===== config.mk =====
export PLATFORM = sky130hd
export DESIGN_NAME = fifo_word_serializer
export DESIGN_NICKNAME = d
export VERILOG_FILES = /design/src/rtl/fifo_word_serializer_types.sv /design/src/rtl/bit_tick_gen.sv /design/src/rtl/fifo_word_serializer.sv
export SDC_FILE = /design/constraint.sdc
export NUM_CORES = 1
export LEC_CHECK = 0
export ABC_AREA = 1
export BUFFER_PORTS_ARGS = -buffer_cell sky130_fd_sc_hd__buf_2
export CORE_ASPECT_RATIO = 1.25
export CORE_UTILIZATION = 45
export CTS_BUF_LIST = sky130_fd_sc_hd__clkbuf_8
export CTS_CLUSTER_DIAMETER = 80
export CTS_CLUSTER_SIZE = 25
export DETAILED_ROUTE_END_ITERATION = 8
export GPL_ROUTABILITY_DRIVEN = 0
export GPL_TIMING_DRIVEN = 1
export PLACE_DENSITY = 0.65
export REMOVE_ABC_BUFFERS = 1
export SLEW_MARGIN = 20
export SYNTH_ARGS = -nofsm -noshare
export SYNTH_HDL_FRONTEND = slang
export SYNTH_SLANG_ARGS = --single-unit

===== constraint.sdc =====
create_clock -name clk_i -period 2.2 [get_ports clk_i]
set_input_delay 0.11 -clock clk_i [delete_from_list [all_inputs] [get_ports clk_i]]
set_output_delay 0.11 -clock clk_i [all_outputs]
set_load 0.01 [all_outputs]

===== src/rtl/fifo_word_serializer_types.sv =====
// Shared types and default sizing for fifo_word_serializer: FSM states,
// bench-side error kinds and the error-report record.
package fifo_word_serializer_types;

    localparam int WIDTH_P = 8;
    localparam int DIV_P   = 4;

    typedef enum logic [2:0] {
        IDLE,
        START,
        DATA,
        PARITY,
        STOP
    } ser_state_e;

    typedef enum logic [1:0] {
        INCORRECT_TX_BIT,
        YUMI_OUTSIDE_IDLE,
        RESET_DOES_NOT_IDLE_LINE
    } ser_err_e;

    typedef struct packed {
        ser_err_e    err;
        logic [63:0] stamp;
    } ser_err_rpt_s;

endpackage


===== src/rtl/bit_tick_gen.sv =====
// Serial bit-period divider: pulses tick_o on the last clock of every bit
// and is held at zero while the serializer sits in IDLE.
module bit_tick_gen #(
    parameter int DIV_P = 4
) (
    input  logic clk_i,
    input  logic reset_i,
    input  logic clear_i,
    output logic tick_o
);

    localparam int CNT_W = $clog2(DIV_P + 1);

    logic [CNT_W-1:0] r_cnt;
    logic             w_last;

    // With DIV_P = 1 the counter never leaves zero, so every cycle is a boundary.
    assign w_last = (r_cnt == CNT_W'(DIV_P - 1));
    assign tick_o = w_last;

    always_ff @(posedge clk_i or posedge reset_i) begin
        if (reset_i) begin
            r_cnt <= '0;
        end else if (clear_i || w_last) begin
            r_cnt <= '0;
        end else begin
            r_cnt <= r_cnt + 1'b1;
        end
    end

endmodule


===== src/rtl/fifo_word_serializer.sv =====
// Drains a valid/yumi FIFO port onto an async serial line (start, data LSB-first, stop).
// Define FIFO_WORD_SERIALIZER_PARITY_EN to insert an even-parity bit before the stop bit.
module fifo_word_serializer
    import fifo_word_serializer_types::*;
#(
    parameter int WIDTH_P = fifo_word_serializer_types::WIDTH_P,
    parameter int DIV_P   = fifo_word_serializer_types::DIV_P
) (
    input  logic               clk_i,
    input  logic               reset_i,
    input  logic               valid_i,
    input  logic [WIDTH_P-1:0] data_i,
    output logic               yumi_o,
    output logic               tx_o,
    output logic               busy_o
);

    localparam int BIT_W    = $clog2(WIDTH_P + 1);
    localparam int NEXT_IDX = (WIDTH_P > 1) ? 1 : 0;

    ser_state_e         r_state;
    logic               r_tx;
    logic [WIDTH_P-1:0] r_shift;
    logic [BIT_W-1:0]   r_bit_cnt;
`ifdef FIFO_WORD_SERIALIZER_PARITY_EN
    logic               r_parity;
`endif
    logic               w_tick;
    logic               w_last_bit;

    bit_tick_gen #(
        .DIV_P (DIV_P)
    ) u_tick (
        .clk_i   (clk_i),
        .reset_i (reset_i),
        .clear_i (r_state == IDLE),
        .tick_o  (w_tick)
    );

    // Dequeue is only offered in IDLE, and never while reset holds the FSM.
    assign yumi_o     = (r_state == IDLE) && valid_i && !reset_i;
    assign busy_o     = (r_state != IDLE);
    assign tx_o       = r_tx;
    assign w_last_bit = (r_bit_cnt == BIT_W'(WIDTH_P - 1));

    // NOTE: r_tx is assigned the value of the state being entered, so the line
    // is a pure flop output; all state uses <= so every branch sees pre-edge values.
    always_ff @(posedge clk_i or posedge reset_i) begin
        if (reset_i) begin
            r_state   <= IDLE;
            r_tx      <= 1'b1;
            r_shift   <= '0;
            r_bit_cnt <= '0;
`ifdef FIFO_WORD_SERIALIZER_PARITY_EN
            r_parity  <= 1'b0;
`endif
        end else begin
            case (r_state)
                IDLE: begin
                    if (valid_i) begin
                        r_state   <= START;
                        r_tx      <= 1'b0;
                        r_shift   <= data_i;
                        r_bit_cnt <= '0;
`ifdef FIFO_WORD_SERIALIZER_PARITY_EN
                        r_parity  <= ^data_i;
`endif
                    end
                end
                START: begin
                    if (w_tick) begin
                        r_state <= DATA;
                        r_tx    <= r_shift[0];
                    end
                end
                DATA: begin
                    if (w_tick) begin
                        r_shift   <= r_shift >> 1;
                        r_bit_cnt <= r_bit_cnt + 1'b1;
                        if (w_last_bit) begin
`ifdef FIFO_WORD_SERIALIZER_PARITY_EN
                            r_state <= PARITY;
                            r_tx    <= r_parity;
`else
                            r_state <= STOP;
                            r_tx    <= 1'b1;
`endif
                        end else begin
                            r_tx <= r_shift[NEXT_IDX];
                        end
                    end
                end
`ifdef FIFO_WORD_SERIALIZER_PARITY_EN
                PARITY: begin
                    if (w_tick) begin
                        r_state <= STOP;
                        r_tx    <= 1'b1;
                    end
                end
`endif
                STOP: begin
                    if (w_tick) begin
                        r_state <= IDLE;
                        r_tx    <= 1'b1;
                    end
                end
                default: begin
                    r_state <= IDLE;
                    r_tx    <= 1'b1;
                end
            endcase
        end
    end

endmodule

==> run_results.csv, run 1 <==
group,metric,value,unit
sta,hold_viol_final,18,
synthesis,avgSynthCellArea,7.35,um^2
clock_network,cts_root_buf,"clkbuf_8",
outcome,violations,"hold timing",
clock_network,clock_latency,0.25,ns
pwr,swShare,44.7,%
finish,fin_nets,170,
sta,drv_slew,0,
pwr,ir_drop,0.000648,V
detailed_routing,firstDrtPassIters,4,
sta,finalSetupViolCount,0,
pwr,seqPwrFrac,37.6,%
flow_run,drv_cap,0,
synthesis,ys_seq_elements,19,
clock_network,postCtsHoldBufs,0,
synthesis,syn_area,0.00104,mm^2
critical_path,critPathArrivalTime,1.87,ns
synthesis,synthCells,141,
sta,max_slew_margin,51.4,%
synthesis,yosys-top-cells-area,"dfrtp_1, nand2_1, nand3_1, inv_1, ha_1",
global_routing,antenna_found_initial,0,
sta,fin_skew,0.00122,ns
finish,final_common_cell,"nand2_1",
sta,grt_setup_unrepaired,"no",
floorplanning,fp-row-count,19,
finish,design_area,0.00116,mm^2
worst_hold_path,hold_class,"input pin to async pin",
pwr,p_sw,687,uW
floorplanning,start_util,47.4,%
critical_path,cp-end-kind,"flop",
floorplanning,fp.dieW,44.9,um
clock_network,ctsResizeCount,0,
finish,insertedDiodeCount,0,
finish,drive_above_1_share,13.5,%
synthesis,synth_top_area_share,43.5,%
floorplanning,io_pins,14,
detailed_routing,drc,0,
detailed_routing,vias_per_cell,4.82,
global_routing,grt_use_total,19.1,%
floorplanning,die_area,0.00250,mm^2
sta,period_share,78.4,%
outcome,run_status,"finished with violations",
placement,pre_cts_slack,0.499,ns
detailed_routing,wl_per_cell,10.8,um
synthesis,synthDistinctLibCells,18,
floorplanning,die_y,55.6,um
finish,fin_util,53.2,%
synthesis,synth_top_cell_by_area,"dfrtp_1",
pwr,p_per_area,1320,mW/mm^2
sta,hold_ws,-0.0209,ns
sta,final.setup.tns,0,ns
sta,fin_crit,1.72,ns
pwr,clockPowerShare,15.3,%
critical_path,rrSetupSlack,0.48,ns
clock_network,cts_buffer_depth,2,
finish,final-instance-count-excl-fill,186,
finish,synthToLayoutAreaGrowth,12.3,%
global_routing,grt_first_pass_wirelength,3490,um
synthesis,seq_area_frac_synth,46.0,%
detailed_routing,num_vias,896,
placement,place_area,0.00112,mm^2
placement,io_buffers,13,
placement,place_inst,182,
pwr,p_comb_share,47.1,%
finish,mostFrequentLayoutCells,"nand2_1, nand3_1, dfrtp_1, inv_1, buf_2",
sta,worst_pin_slew,0.728,ns
detailed_routing,drtIter0Drc,21,
global_routing,grt_pass1_vias,861,
critical_path,crit_required,2.35,ns
critical_path,cp_max_fo,13,
clock_network,cts-htree-levels,1,
pwr,power_leakage,0.663,nW
clock_network,cts_buffers,3,
sta,fmax,580,MHz
detailed_routing,ant_nets,0,
floorplanning,core,0.00219,mm^2
detailed_routing,wl,2010,um
clock_network,clkSinkCount,19,
global_routing,grt_max_degree,20,
critical_path,setup.worst_path.class,"flop to flop",
pwr,p_int,849,uW
sta,setup_ws,0.476,ns
clock_network,path_clk_slew,0.07,ns
clock_network,cts_tree,"yes",
global_routing,grt_overflow,0,
placement,hpwl,1440,um
clock_network,postCtsSetupBuffers,0,
synthesis,synth_warnings,0,
critical_path,cp-start-kind,"flop",
## layout make-up
class,instances,area [um^2]
clock inverters,1,3.75
repair buffers,13,65.1
inverters,12,45.0
clock buffers,3,41.3
fillers,228,1020
multi-input cells,107,493
flip-flops and latches,19,477
well taps,31,38.8
## registers in the layout, indices dropped and copies added, names as in the netlist
register / flops
r_bit_cnt: 4
r_state: 3
r_shift: 8
tx_o: 1
u_tick.r_cnt: 3
## power by group through the flow
stage / Combinational (mW) / Clock, mW / Sequential, mW
6_report: 0.724 / 0.236 / 0.577
5_1_grt: 0.843 / 0.256 / 0.592
3_5_place_dp: 0.725 / 0 / 0.583
4_1_cts: 0.730 / 0.242 / 0.577
2_1_floorplan: 0.563 / 0 / 0.570
3_3_place_gp: 0.709 / 0 / 0.583
## Yosys cell counts, drive strengths merged
master / number
o21ai: 4
nand4: 3
nand3: 19
buf: 3
nor2: 11
dfstp: 1
dfrtp: 18
inv: 12
ha: 3
nand2: 63
nand3b: 1
nor3: 2
a21oi: 1
## cells by family (layout without fill, tap and decap cells)
logic type,Yosys count,after routing,share of synthesized area (%)
simple gates,99,99,40.5
flops,19,19,46.0
buf+inv,15,29,6.40
compound gates,5,5,3.50
fa+ha+maj,3,3,3.62
## per-stage QoR
step	power, mW	hold slack, ns
4_1_cts	1.55	0.00600
6_report	1.54	-0.0209
2_1_floorplan	1.13	0.0604
3_5_place_dp	1.31	0.280
3_3_place_gp	1.29	0.279
5_1_grt	1.69	0.0445
## worst paths after layout
kind / from / end / cells after the start
max reg2reg: r_state[0] / r_shift[2] / 6
max: r_state[0] / r_shift[2] / 6
min: reset_i / r_state[2] / 2
max in group asynchronous: reset_i / r_shift[5] / 2
min in group clk_i: valid_i / r_state[0] / 3
min reg2reg: u_tick.r_cnt[0] / u_tick.r_cnt[0] / 1
## critical path, stage by stage (launching register included)
cell and delay, ns:
dfrtp_1 0.43, inv_1 0.16, nand3_2 0.27, o21ai_4 0.35, nand2_2 0.23, nand2_1 0.12, nand2_1 0.05
## layer usage
layer	track usage, %	routed length, um	part of all wire, %	vias to the layer above
li1	-	-	-	475
met1	23.9	908	45	401
met2	30.5	999	50	15
met3	2.92	62	3.1	5
met4	10.8	40	2.0	0
met5	0	0	0	-
(Power assumes the default switching activity.)
==> run 2: changes to the inputs <==
ABC_AREA = 0   (was 1)
clock period = 1.72 ns   (was 2.2 ns; I/O delays follow)
==> run_results.csv, run 2 <==
group,metric,value,unit
critical_path,crit_required,1.87,ns
placement,place_inst,142,
synthesis,synth_warnings,0,
synthesis,synth_ff_type,"dfrtp_1",
placement,hpwl,1440,um
floorplanning,start_util,48.8,%
detailed_routing,ant_nets,0,
detailed_routing,num_vias,801,
worst_hold_path,hold_class,"input pin to flop",
critical_path,critPathArrivalTime,1.80,ns
synthesis,yosys-top-cells-area,"dfrtp_1, mux2_4, mux2_2, mux2i_1, ha_1",
critical_path,cp-start-kind,"flop",
sta,fin_crit,1.66,ns
flow_run,drv_cap,0,
detailed_routing,drtIter0Drc,8,
pwr,total_power,1.89,mW
critical_path,r2r_start,"u_tick.r_cnt[0]",
critical_path,rrSetupSlack,0.06,ns
placement,io_buffers,13,
sta,finalSetupViolCount,0,
finish,drive_above_1_share,44.9,%
floorplanning,core,0.00226,mm^2
finish,mostFrequentLayoutCells,"dfrtp_1, buf_2, buf_4, mux2_2, inv_1",
global_routing,grt_use_total,18.2,%
finish,largest_register_ff_count,8,
sta,fin_skew,0.00425,ns
finish,regMostFlops,"r_shift",
synthesis,ys_seq_elements,19,
global_routing,antenna_found_initial,0,
floorplanning,die_area,0.00265,mm^2
clock_network,path_clk_slew,0.07,ns
finish,synthToLayoutAreaGrowth,22.4,%
critical_path,r2r-end,"r_shift[1]",
placement,pre_cts_slack,0.0385,ns
global_routing,grt_overflow,0,
sta,period_share,96.3,%
detailed_routing,wl_per_cell,14.0,um
pwr,p_per_area,1400,mW/mm^2
clock_network,cts_root_buf,"clkbuf_8",
clock_network,cts_buffer_depth,2,
outcome,run_status,"finished, final reports clean",
detailed_routing,firstDrtPassIters,4,
synthesis,synth-async-reset-ratio,100,%
sta,drv_slew,0,
clock_network,cts_tree,"yes",
finish,final-instance-count-excl-fill,149,
synthesis,synth_top_area_share,40.9,%
sta,hold_ws,0.183,ns
sta,max_slew_margin,65.8,%
clock_network,cts-htree-levels,1,
synthesis,syn_area,0.00110,mm^2
detailed_routing,vias_per_cell,5.38,
sta,worst_pin_slew,0.500,ns
floorplanning,fp-row-count,19,
placement,place_area,0.00124,mm^2
floorplanning,io_pins,14,
critical_path,r2r_cells,6,
finish,insertedDiodeCount,0,
finish,fin_nets,133,
clock_network,clock_latency,0.26,ns
synthesis,synthCells,95,
critical_path,setup.worst_path.class,"flop to flop",
clock_network,clkSinkCount,19,
sta,setup_ws,0.0630,ns
global_routing,grt_pass1_vias,801,
global_routing,grt_first_pass_wirelength,3540,um
sta,fmax,603,MHz
synthesis,avgSynthCellArea,11.6,um^2
synthesis,seq_area_frac_synth,43.2,%
clock_network,cts_buffers,3,
floorplanning,fp.dieW,46.3,um
finish,design_area,0.00135,mm^2
worst_hold_path,holdPathEnd,"r_shift[0]",
synthesis,synthDistinctLibCells,31,
critical_path,cp-end-kind,"flop",
critical_path,cp_max_fo,8,
global_routing,grt_max_degree,20,
floorplanning,die_y,57.3,um
pwr,power_leakage,0.611,nW
synthesis,synth-edff-count,0,
synthesis,synthTopCellsByCount,"dfrtp_1, mux2_2, inv_1, mux2_4, mux2i_1",
worst_hold_path,hp-start,"data_i[0]",
finish,reg_top3,"r_shift x8, r_bit_cnt x4",
synthesis,synth.most_common_cell,"dfrtp_1",
sta,hold_viol_final,0,
finish,final_common_cell,"dfrtp_1",
detailed_routing,wl,2090,um
synthesis,synth_top_cell_by_area,"dfrtp_1",
pwr,ir_drop,0.000784,V
worst_hold_path,min_path_cells,3,
detailed_routing,drc,0,
run 2: cell types whose count changed after synthesis, moves of 5 or more:
| cell | previous run | this run |
|---|---|---|
| nand3_1 | 18 | 3 |
| nand2_1 | 62 | 2 |
| inv_1 | 12 | 7 |
| nor2_1 | 10 | 3 |
| mux2_2 | 0 | 9 |
| mux2_4 | 0 | 7 |
| mux2i_1 | 0 | 6 |
run 2: what timing repair did:
item / in CTS / in global routing
setup buffers: 0 / 2
resized for setup: 0 / 6
endpoints found under the hold margin: 18 / 0
setup endpoints to repair: 0 / 11
hold buffers: 1 / 0
run 2: final cells by class:
cell class | instances | area, um^2
fill | 196 | 910
multi-input combinational | 62 | 584
sequential | 19 | 477
timing repair buffer | 26 | 178
clock buffer | 3 | 41.3
tap | 31 | 38.8
inverter | 7 | 26.3
clock inverter | 1 | 3.75
run 2: layer usage:
layer / track usage (%) / wire, um
met5: 0 / 0
met4: 7.56 / 21
met3: 2.85 / 37
met2: 29.0 / 1070
met1: 24.1 / 955
run 2: power by group:
group	leakage, nW	switching, mW	internal, mW
Combinational	0.347	0.375	0.468
Clock	0.0269	0.147	0.159
Sequential	0.237	0.115	0.627
run 2: critical path, cell delays in order (launching register included):
cell and delay, ns:
dfrtp_1 0.38, ha_1 0.20, ha_2 0.20, mux2i_2 0.27, nor3_4 0.08, buf_12 0.14
mux2_2 0.27
run 2: worst max path at each step:
| stage | end | start | cells after the start |
|---|---|---|---|
| floorplan | r_shift[0] | r_state[1] | 3 |
| global placement | r_shift[6] | u_tick.r_cnt[0] | 5 |
| detailed placement | r_shift[3] | u_tick.r_cnt[0] | 5 |
| CTS | r_shift[3] | u_tick.r_cnt[0] | 5 |
| global route | r_bit_cnt[2] | u_tick.r_cnt[0] | 5 |
| finish | r_shift[1] | u_tick.r_cnt[0] | 6 |
run 2: cells by family after synthesis:
kind of cell    Yosys count  share of synthesized area [%]
simple gates             27                           15.6
buf+inv                  14                           6.70
flops                    19                           43.2
fa+ha+maj                 3                           3.41
compound gates           10                           6.93
mux                      22                           24.2
run 2: per-stage QoR:
stage / utilization [%] / setup TNS [ns]
after detailed placement: 54.8 / 0
final: 59.7 / 0
after global routing: 59.7 / -0.0470
after floorplan: - / -5.45
after global placement: 54.8 / 0
after CTS: 57.3 / 0
